### src/rtl/systolic_array_ctrl_if.sv
// Handshake and array-side bundle for the systolic array sequencer.
// master = layer controller / PE array side, slave = sequencer.
interface systolic_array_ctrl_if #(
    parameter int ROWS      = 4,
    parameter int COLS      = 4,
    parameter int datawidth = 11,
    parameter int MAX_VEC   = 16
);
    localparam int VW = $clog2(MAX_VEC + 1);

    logic                      start;
    logic                      train_req;
    logic [VW-1:0]             num_vec;
    logic                      upd_valid;
    logic                      upd_ready;
    logic [datawidth-1:0]      upd_data;
    logic                      in_valid;
    logic                      in_ready;
    logic [COLS*datawidth-1:0] in_data;
    logic [COLS*datawidth-1:0] arr_value;
    logic [ROWS*COLS-1:0]      arr_train_en;
    logic [datawidth-1:0]      arr_weight_update;
    logic                      arr_rst_vals;
    logic                      out_valid;
    logic                      busy;
    logic                      done;

    modport master (
        output start, train_req, num_vec, upd_valid, upd_data, in_valid, in_data,
        input  upd_ready, in_ready, arr_value, arr_train_en, arr_weight_update,
               arr_rst_vals, out_valid, busy, done
    );

    modport slave (
        input  start, train_req, num_vec, upd_valid, upd_data, in_valid, in_data,
        output upd_ready, in_ready, arr_value, arr_train_en, arr_weight_update,
               arr_rst_vals, out_valid, busy, done
    );
endinterface

### src/rtl/systolic_array_ctrl.sv
// Systolic array sequencer: weight load, accumulator clear, skewed input
// streaming and east-edge result tracking for a ROWS x COLS MAC array.

// One column lane: a zero-reset delay line of DEPTH registers.
module systolic_array_ctrl_lane #(
    parameter int W     = 11,
    parameter int DEPTH = 1
) (
    input  logic         clk,
    input  logic         rst_overall_n,
    input  logic [W-1:0] d,
    output logic [W-1:0] q
);
    logic [DEPTH-1:0][W-1:0] sr;

    // Shift the lane value toward the array by one stage per cycle.
    always_ff @(posedge clk or negedge rst_overall_n) begin
        if (!rst_overall_n) begin
            sr <= '0;
        end else begin
            sr[0] <= d;
            for (int i = 1; i < DEPTH; i++) sr[i] <= sr[i-1];
        end
    end

    assign q = sr[DEPTH-1];
endmodule

module systolic_array_ctrl #(
    parameter int ROWS      = 4,
    parameter int COLS      = 4,
    parameter int datawidth = 11,
    parameter int MAX_VEC   = 16,
    parameter int PE_LAT    = 1
) (
    input  logic                  clk,
    input  logic                  rst_overall_n,
    systolic_array_ctrl_if.slave  bus
);
    localparam int VW     = $clog2(MAX_VEC + 1);
    localparam int NPE    = ROWS * COLS;
    localparam int IW     = $clog2(NPE + 1);
    // Accept -> out_valid distance: one register to lane 0, then COLS PE hops.
    localparam int STAGES = 1 + COLS * PE_LAT;

    typedef enum logic [2:0] {IDLE, UPDATE, CLEAR, FEED, DRAIN, DONE} state_t;

    state_t                            state;
    logic [IW-1:0]                     idx;
    logic [VW-1:0]                     vec_cnt;
    logic [VW-1:0]                     nvec_q;
    logic [STAGES:1]                   vld_pipe;
    logic [COLS-1:0][datawidth-1:0]    lane_q;
    logic                              upd_acc;
    logic                              in_acc;

    assign upd_acc = bus.upd_valid & bus.upd_ready;
    assign in_acc  = bus.in_valid & bus.in_ready;

    // Sequencer FSM with registered outputs. After the last weight word the
    // FSM spends one extra UPDATE cycle (upd_ready already low) so the final
    // train_en strobe never overlaps the accumulator clear.
    always_ff @(posedge clk or negedge rst_overall_n) begin
        if (!rst_overall_n) begin
            state                 <= IDLE;
            idx                   <= '0;
            vec_cnt               <= '0;
            nvec_q                <= '0;
            bus.upd_ready         <= 1'b0;
            bus.in_ready          <= 1'b0;
            bus.arr_train_en      <= '0;
            bus.arr_weight_update <= '0;
            bus.arr_rst_vals      <= 1'b0;
            bus.busy              <= 1'b0;
            bus.done              <= 1'b0;
        end else begin
            bus.arr_train_en <= '0;
            bus.done         <= 1'b0;
            case (state)
                IDLE: begin
                    if (bus.start) begin
                        nvec_q   <= bus.num_vec;
                        bus.busy <= 1'b1;
                        if (bus.train_req) begin
                            state         <= UPDATE;
                            idx           <= '0;
                            bus.upd_ready <= 1'b1;
                        end else begin
                            state            <= CLEAR;
                            bus.arr_rst_vals <= 1'b1;
                        end
                    end
                end
                UPDATE: begin
                    if (idx == IW'(NPE)) begin
                        state            <= CLEAR;
                        bus.arr_rst_vals <= 1'b1;
                    end else if (upd_acc) begin
                        bus.arr_weight_update <= bus.upd_data;
                        bus.arr_train_en      <= NPE'(1) << idx;
                        idx                   <= idx + IW'(1);
                        if (idx == IW'(NPE - 1)) bus.upd_ready <= 1'b0;
                    end
                end
                CLEAR: begin
                    bus.arr_rst_vals <= 1'b0;
                    vec_cnt          <= '0;
                    if (nvec_q != '0) begin
                        state        <= FEED;
                        bus.in_ready <= 1'b1;
                    end else begin
                        state <= DRAIN;
                    end
                end
                FEED: begin
                    if (in_acc) begin
                        vec_cnt <= vec_cnt + VW'(1);
                        if ((vec_cnt + VW'(1)) == nvec_q) begin
                            state        <= DRAIN;
                            bus.in_ready <= 1'b0;
                        end
                    end
                end
                DRAIN: begin
                    // Leave once only the final stage can still hold a tag;
                    // it exits on this edge, so done follows the last out_valid.
                    if (vld_pipe[STAGES-1:1] == '0) begin
                        state    <= DONE;
                        bus.done <= 1'b1;
                    end
                end
                DONE: begin
                    state    <= IDLE;
                    bus.busy <= 1'b0;
                end
                default: state <= IDLE;
            endcase
        end
    end

    // Accept tags travel alongside the data; bubbles and drain cycles shift in 0.
    always_ff @(posedge clk or negedge rst_overall_n) begin
        if (!rst_overall_n) vld_pipe <= '0;
        else                vld_pipe <= {vld_pipe[STAGES-1:1], in_acc};
    end

    assign bus.out_valid = vld_pipe[STAGES];

    // Lane c is delayed c*PE_LAT cycles beyond lane 0 to form the systolic skew.
    genvar c;
    generate
        for (c = 0; c < COLS; c++) begin : g_lane
            logic [datawidth-1:0] lane_in;
            assign lane_in = in_acc ? bus.in_data[c*datawidth +: datawidth] : '0;
            systolic_array_ctrl_lane #(
                .W     (datawidth),
                .DEPTH (1 + c * PE_LAT)
            ) u_lane (
                .clk           (clk),
                .rst_overall_n (rst_overall_n),
                .d             (lane_in),
                .q             (lane_q[c])
            );
        end
    endgenerate

    assign bus.arr_value = lane_q;
endmodule

### src/flat_wrapper.sv
// flat-port wrapper written by rule: the top's interface ports become plain ports
module systolic_array_ctrl_flat 
#(
    parameter int ROWS      = 4,
    parameter int COLS      = 4,
    parameter int datawidth = 11,
    parameter int MAX_VEC   = 16,
    parameter int PE_LAT    = 1
)
  (clk, rst_overall_n, bus_start, bus_train_req, bus_num_vec, bus_upd_valid, bus_upd_data, bus_in_valid, bus_in_data, bus_upd_ready, bus_in_ready, bus_arr_value, bus_arr_train_en, bus_arr_weight_update, bus_arr_rst_vals, bus_out_valid, bus_busy, bus_done);
  systolic_array_ctrl_if #(.ROWS(ROWS), .COLS(COLS), .datawidth(datawidth), .MAX_VEC(MAX_VEC)) bus_i ();
  input  logic clk;
  input  logic rst_overall_n;
  input wire logic [$bits(bus_i.start)-1:0] bus_start;
  input wire logic [$bits(bus_i.train_req)-1:0] bus_train_req;
  input wire logic [$bits(bus_i.num_vec)-1:0] bus_num_vec;
  input wire logic [$bits(bus_i.upd_valid)-1:0] bus_upd_valid;
  input wire logic [$bits(bus_i.upd_data)-1:0] bus_upd_data;
  input wire logic [$bits(bus_i.in_valid)-1:0] bus_in_valid;
  input wire logic [$bits(bus_i.in_data)-1:0] bus_in_data;
  output wire logic [$bits(bus_i.upd_ready)-1:0] bus_upd_ready;
  output wire logic [$bits(bus_i.in_ready)-1:0] bus_in_ready;
  output wire logic [$bits(bus_i.arr_value)-1:0] bus_arr_value;
  output wire logic [$bits(bus_i.arr_train_en)-1:0] bus_arr_train_en;
  output wire logic [$bits(bus_i.arr_weight_update)-1:0] bus_arr_weight_update;
  output wire logic [$bits(bus_i.arr_rst_vals)-1:0] bus_arr_rst_vals;
  output wire logic [$bits(bus_i.out_valid)-1:0] bus_out_valid;
  output wire logic [$bits(bus_i.busy)-1:0] bus_busy;
  output wire logic [$bits(bus_i.done)-1:0] bus_done;
  assign bus_i.start = bus_start;
  assign bus_i.train_req = bus_train_req;
  assign bus_i.num_vec = bus_num_vec;
  assign bus_i.upd_valid = bus_upd_valid;
  assign bus_i.upd_data = bus_upd_data;
  assign bus_i.in_valid = bus_in_valid;
  assign bus_i.in_data = bus_in_data;
  assign bus_upd_ready = bus_i.upd_ready;
  assign bus_in_ready = bus_i.in_ready;
  assign bus_arr_value = bus_i.arr_value;
  assign bus_arr_train_en = bus_i.arr_train_en;
  assign bus_arr_weight_update = bus_i.arr_weight_update;
  assign bus_arr_rst_vals = bus_i.arr_rst_vals;
  assign bus_out_valid = bus_i.out_valid;
  assign bus_busy = bus_i.busy;
  assign bus_done = bus_i.done;
  systolic_array_ctrl #(.ROWS(ROWS), .COLS(COLS), .datawidth(datawidth), .MAX_VEC(MAX_VEC), .PE_LAT(PE_LAT)) u_core (.clk(clk), .rst_overall_n(rst_overall_n), .bus(bus_i));
endmodule
### config.mk
export PLATFORM = sky130hd
export DESIGN_NAME = systolic_array_ctrl_flat
export DESIGN_NICKNAME = d
export VERILOG_FILES = /design/src/rtl/systolic_array_ctrl_if.sv /design/src/rtl/systolic_array_ctrl.sv /design/src/flat_wrapper.sv
export SDC_FILE = /design/constraint.sdc
export NUM_CORES = 1
export LEC_CHECK = 0
export ABC_AREA = 1
export ABC_CLOCK_PERIOD_IN_PS = 2200
export CORE_ASPECT_RATIO = 0.75
export CORE_MARGIN = 1
export CORE_UTILIZATION = 55
export CTS_BUF_LIST = sky130_fd_sc_hd__clkbuf_2
export CTS_CLUSTER_DIAMETER = 100
export DETAILED_ROUTE_END_ITERATION = 12
export PLACE_DENSITY = 0.93
export SYNTH_ARGS = -nofsm -noshare
export SYNTH_HDL_FRONTEND = slang
export SYNTH_SLANG_ARGS = --single-unit
### constraint.sdc
create_clock -name clk -period 2.2 [get_ports clk]
set_input_delay 0.66 -clock clk [delete_from_list [all_inputs] [get_ports clk]]
set_output_delay 0.66 -clock clk [all_outputs]
set_load 0.05 [all_outputs]
==> results of run 1 <==
[stage by stage]
step	utilization [%]	hold slack [ns]	power [mW]	cells	area [sq um]
finish	69.5	0.342	7.60	779	7150
global route	69.4	0.346	8.02	778	7140
CTS	72.4	0.359	7.70	778	7450
detailed placement	69.6	0.335	6.20	745	7160
global placement	69.6	0.332	6.04	745	7160
floorplan	-	0.331	5.42	504	5830
[sequential cells by signal, summed over array words and instances (netlist names)]
name and flops:
u_core.g_lane.u_lane.sr 66, u_core.bus.busy 1, u_core.bus.done 1, u_core.vec_cnt 5, u_core.vld_pipe 5, u_core.bus.arr_rst_vals 1, u_core.g_lane.u_lane.q 44, u_core.idx 5
u_core.bus.in_ready 1, u_core.state 3, u_core.nvec_q 5, u_core.bus.upd_ready 1, u_core.bus.arr_weight_update 11, u_core.bus.arr_train_en 16
[path summary, 6_finish.rpt]
check                                                to  depth (start not counted)  slack (ns)
max                                            bus_done                          1        0.11
min                        u_core.g_lane[2].u_lane.q[4]                          0        0.34
max reg2reg                             u_core.state[1]                         12        0.37
min reg2reg                u_core.g_lane[2].u_lane.q[4]                          0        0.34
max in group asynchronous    u_core.bus.arr_train_en[0]                          3        1.13
min in group asynchronous  u_core.g_lane[3].u_lane.q[6]                          2        0.46
[cells by family after synthesis]
family | after synthesis | share of synthesized area (%)
compound gates | 26 | 2.94
fa+ha+maj | 8 | 1.72
buf+inv | 127 | 11.0
flops | 165 | 70.9
xor+xnor | 1 | 0.150
simple gates | 177 | 13.3
[power breakdown]
| part | switching, mW | internal (mW) |
|---|---|---|
| registers | 0.265 | 3.45 |
| logic | 1.65 | 0.673 |
| clock network | 1.18 | 0.376 |
| total | 3.10 | 4.50 |
[cell usage in the layout (no fill, tap or decap), types with 2 or more instances in the layout]
cell	Yosys	layout
sky130_fd_sc_hd__inv_8	0	5
sky130_fd_sc_hd__nand4_1	3	3
sky130_fd_sc_hd__nor3_1	11	11
sky130_fd_sc_hd__buf_4	34	13
sky130_fd_sc_hd__a21oi_1	2	2
sky130_fd_sc_hd__nor3_4	2	2
sky130_fd_sc_hd__o21ai_1	4	4
sky130_fd_sc_hd__clkinv_4	0	2
sky130_fd_sc_hd__nand3_1	13	13
sky130_fd_sc_hd__o21ai_0	8	8
sky130_fd_sc_hd__inv_6	1	4
sky130_fd_sc_hd__o21ai_2	2	2
sky130_fd_sc_hd__inv_1	79	79
sky130_fd_sc_hd__nand2_2	4	5
sky130_fd_sc_hd__nor2_4	2	2
sky130_fd_sc_hd__buf_2	0	57
sky130_fd_sc_hd__dfrtp_1	165	165
sky130_fd_sc_hd__clkdlybuf4s15_2	0	8
sky130_fd_sc_hd__clkinv_8	0	3
sky130_fd_sc_hd__nand2_1	74	73
sky130_fd_sc_hd__nor2_1	64	64
sky130_fd_sc_hd__clkbuf_2	0	17
sky130_fd_sc_hd__buf_12	0	4
sky130_fd_sc_hd__ha_1	8	8
sky130_fd_sc_hd__inv_2	4	4
sky130_fd_sc_hd__o22ai_1	4	4
sky130_fd_sc_hd__nor2_2	2	2
sky130_fd_sc_hd__clkdlybuf4s50_1	0	64
[layer usage]
metal  vias up  part of all wire, %  track usage [%]
met5         -                    0                0
met4         0                  1.3             5.86
met3        17                  6.2             6.66
met2       144                   53             40.0
met1      1825                   40             28.1
li1       1738                    -                -
[layout make-up]
cell class              instances  area share [%]
clock buffers                  17            1.19
flip-flops and latches        165            57.8
diodes                          1          0.0350
multi-input cells             212            14.8
well taps                     136            2.38
repair buffers                148            17.0
clock inverters                15            2.24
inverters                      85            4.57
[cells in the mapped netlist (all sizes together) (2+ instances only)]
cell / count / share of area [%]
nand2: 78 / 5.2
nor2: 69 / 5.1
buf: 38 / 5.2
nor3: 13 / 1.5
clkbuf: 4 / 0.26
inv: 85 / 5.6
nand4: 3 / 0.32
a21oi: 2 / 0.17
ha: 8 / 1.7
nand3: 13 / 1.1
o21ai: 15 / 1.6
dfrtp: 165 / 71
o22ai: 4 / 0.43
[what timing repair did]
action                                 CTS  global route
endpoints found under the hold margin   51             0
cloned                                   0             0
hold buffers                             1             0
setup endpoints to repair               65            49
resized for setup                      211            98
==> results.yml, run 1 <==
critical_path:
  worst-endpoint-arrival_ns: 1.43
  critPathLaunchType: "flip-flop"
  critical_path.max_stage_delay_ns: 0.39
  cp_data_required_time_ns: 1.54
  critical_path.n_buffers_inverters: 1
  timing.critical_path.from: "u_core.bus.done"
  crit_slowest_cell: "sky130_fd_sc_hd__dfrtp_1"
  timing_worst_setup_path_type: "reg -> out"
  cp_cell_sequence: "clkdlybuf4s15_2"
  crit_fanout: 1
  worstReg2RegStart: "u_core.vec_cnt[0]"
  cp-end-kind: "output pin"
  path_delay_family: "flip-flops"
route:
  detail_route.vias_per_cell: 4.78
  postRouteWirelength_mm: 11.7
  detail_route.drc_violations: 0
  drt-wirelength-per-cell_microns: 15.0
  initial_drc_count: 217
  vias: 3724
  ant_nets: 0
  detail_route.first_pass.iterations: 4
sta:
  finalSetupTns_ns: 0
  final_max_slew_viol_count: 0
  unrepaired_setup_endpoints_after_global_routing: "false"
  final.setup_skew_ns: 0.0417
  final-hold-violation-count: 0
  post-route-min-period_ns: 2.09
  slew_headroom_pct: 66.1
  post-route-period-util_pct: 95.2
  worst_slew_pin_slew_ns: 0.504
  worst_slack_ns: 0.106
  upper_clock_frequency_limit_mhz: 478
  setup_viol_count_final: 0
flow_run:
  number_of_violations_of_the_max_capacitance_limit: 0
place:
  routabilityCongestion: 0.933
  port_buffers: 142
  placement.setup.worst_slack_ns: 0.150
  place_hpwl_mm: 8.27
synthesis:
  post_synth_design_cell_area_sq_um: 5830
  postSynthCellCount: 504
  yosys_warnings: 0
  synth.lib_cells_used.distinct: 32
  syn-mean-instance-area_sq_um: 11.6
  postSynthRegisterBits: 165
  synth_edf_count: 0
  ys_async_sr_fraction_pct: 100
  ys.flop_type: "sky130_fd_sc_hd__dfrtp_1"
  synth-seq-area-share_pct: 70.9
  postSynthNetCount: 578
layout:
  fillers: 771
  seqCellArea_sq_um: 4130
  design.final.nets: 703
  multi_input_comb_area_sq_um: 1060
  layout-area-overhead-vs-synth_pct: 22.7
  fraction_of_layout_cells_with_a_size_suffix_above_1_pct: 21.2
cts:
  cts_buffers: 17
  root_buffer: "sky130_fd_sc_hd__clkbuf_2"
  clock_insertion_delay_worst_skew_ns: 0.71
  clock_tree.buffer_depth: 2
  post-cts-setup-buffer-count: 0
  tritoncts_num_sinks: 165
  cts_max_level: 4
  clock_tree_from_tritoncts: "yes"
  cts.reportedPaths.clkPinSlew_ns: 0.30
global_route:
  aggregate_global_route_resource_usage_pct: 23.0
  first_global_vias: 3881
  gr-total-overflow: 0
  grt_start_max_net_pins: 55
  global_route_wire_length_before_repair_mm: 18.9
  antenna_found_initial: 0
pwr:
  leakage_power_total_nw: 3.78
  power_density_nw_per_um2: 1060
  ir_drop_mv: 0.591
die:
  die_y_microns: 91.1
  die_width_microns: 121
  fp.dieArea_sq_um: 11000
  core_outline_area_sq_um: 10300
  start_util_pct: 56.6
  placement_rows: 32
  ios: 143
min_path:
  worst_hold_path_type: "reg -> reg"
  hold_start: "u_core.g_lane[2].u_lane.sr[15]"
status:
  outcome: "finished clean"
No activity file was read; power rests on OpenSTA's default activity.
==> inputs of run 2 (changes only) <==
==> constraint.sdc (replaced) <==
create_clock -name clk -period 2.2 [get_ports clk]
set_input_delay 0.33 -clock clk [delete_from_list [all_inputs] [get_ports clk]]
set_output_delay 0.33 -clock clk [all_outputs]
set_load 0.05 [all_outputs]
==> results.yml, run 2 (same netlist as run 1, synthesis figures left out) <==
layout:
  finished_layout_cells: 778
  layout-area-overhead-vs-synth_pct: 25.6
  largest_register_ffs: 66
  design.final.nets: 703
  layout.cells.most_common: "sky130_fd_sc_hd__dfrtp_1"
  top_register: "u_core.g_lane.u_lane.sr"
  mostFrequentLayoutCells: "165 x sky130_fd_sc_hd__dfrtp_1, 79 x sky130_fd_sc_hd__inv_1, 77 x sky130_fd_sc_hd__dlygate4sd2_1"
  fraction_of_layout_cells_with_a_size_suffix_above_1_pct: 9.35
  antenna-diode-count: 0
critical_path:
  rr_endpoint: "u_core.state[1]"
  ff_to_ff_path_depth: 12
  crit_fanout: 3
  critical_path.max_stage_delay_ns: 0.55
  critical_path.n_buffers_inverters: 1
  path_delay_family: "buffers and inverters"
  critPathLaunchType: "flip-flop"
  regToRegSetupSlack_ns: 0.48
  cp_cell_sequence: "dlygate4sd2_1"
  worstReg2RegStart: "u_core.vec_cnt[0]"
  cp-end-kind: "output pin"
  worst-endpoint-arrival_ns: 1.72
  cp.depth: 1
  timing_worst_setup_path_type: "reg -> out"
  cp_data_required_time_ns: 1.87
  crit_slowest_cell: "sky130_fd_sc_hd__dlygate4sd2_1"
sta:
  post-route-period-util_pct: 93.1
  finalSetupTns_ns: 0
  worst_slew_pin_slew_ns: 0.553
  final.setup_skew_ns: 0.0218
  final-hold-violation-count: 0
  slew_headroom_pct: 63.3
  post-route-min-period_ns: 2.05
  unrepaired_setup_endpoints_after_global_routing: "false"
  setup_viol_count_final: 0
  final_max_slew_viol_count: 0
  upper_clock_frequency_limit_mhz: 488
cts:
  cts.reportedPaths.clkPinSlew_ns: 0.26
  tritoncts_num_sinks: 165
  cts_buffers: 17
  clock_insertion_delay_worst_skew_ns: 0.72
  clock_tree_from_tritoncts: "yes"
  clock_tree.buffer_depth: 2
  root_buffer: "sky130_fd_sc_hd__clkbuf_2"
  cts_max_level: 4
die:
  die_width_microns: 121
  core_outline_area_sq_um: 10300
  fp.dieArea_sq_um: 11000
  ios: 143
  start_util_pct: 56.6
  die_y_microns: 91.1
  placement_rows: 32
route:
  ant_nets: 0
  postRouteWirelength_mm: 10.9
  drt-wirelength-per-cell_microns: 14.1
  detail_route.first_pass.iterations: 4
  detail_route.vias_per_cell: 4.66
  vias: 3625
  detail_route.drc_violations: 0
  initial_drc_count: 254
pwr:
  leakage_power_total_nw: 3.91
  power_density_nw_per_um2: 1030
  ir_drop_mv: 0.791
global_route:
  gr-total-overflow: 0
  global_route_wire_length_before_repair_mm: 18.3
  antenna_found_initial: 0
  aggregate_global_route_resource_usage_pct: 22.2
  first_global_vias: 3807
  grt_start_max_net_pins: 57
place:
  port_buffers: 142
  place_inst: 745
  routabilityCongestion: 0.886
  place_hpwl_mm: 8.08
status:
  outcome: "finished clean"
flow_run:
  number_of_violations_of_the_max_capacitance_limit: 0
min_path:
  worst_hold_path_type: "in -> async"
-- run 2: metrics by stage --
step	setup WS [ns]	area, sq um	power (mW)	hold slack, ns	util (%)
after detailed placement	0.475	7160	6.17	0.323	69.6
final	0.152	7320	7.53	0.0922	71.1
after CTS	0.0796	7320	7.61	0.0227	71.1
after global routing	0.0267	7320	7.97	0.0204	71.1
after floorplan	0.682	5830	5.42	0.0344	-
after global placement	0.519	7160	6.05	0.312	69.6
-- run 2: worst max path at each step --
stage,to,startpoint,slack (ns)
after global routing,bus_in_ready,u_core.bus.in_ready,0.03
final,bus_in_ready,u_core.bus.in_ready,0.15
after floorplan,u_core.bus.arr_weight_update[0],u_core.bus.upd_ready,0.68
after CTS,bus_in_ready,u_core.bus.in_ready,0.08
after global placement,u_core.bus.upd_ready,bus_upd_valid,0.52
after detailed placement,u_core.bus.arr_train_en[1],bus_upd_valid,0.48
-- run 2: layer usage --
| metal | routed length (microns) | GRT usage (%) | vias to the layer above |
|---|---|---|---|
| li1 | - | - | 1735 |
| met1 | 4500 | 28.0 | 1739 |
| met2 | 5540 | 36.8 | 131 |
| met3 | 756 | 7.60 | 20 |
| met4 | 145 | 5.76 | 0 |
| met5 | 0 | 0 | - |
-- run 2: repair_timing --
item | in CTS | in global routing
setup endpoints to repair | 77 | 0
buffers inserted | 0 | 0
resized for setup | 77 | 0
hold buffers | 1 | 0
hold endpoints to repair | 134 | 0
-- run 2: cell type report --
type                       instances  area, sq um
clock buffer                      17         85.1
clock inverter                    15          160
fill                             713         2970
inverter                          85          327
multi-input combinational        212         1060
sequential                       165         4130
tap                              136          170
timing repair buffer             148         1390
-- run 2: power by group --
part           switching, mW  internal (mW)  total, mW
clock network           1.19          0.375       1.56
registers              0.235           3.45       3.68
logic                   1.63          0.653       2.28
total                   3.06           4.48       7.53
==> inputs of run 3 (changes only) <==
TNS_END_PERCENT = 1   (was unset)
==> results of run 3 <==
Final layout, timing and power as in run 2 (identical DEF).
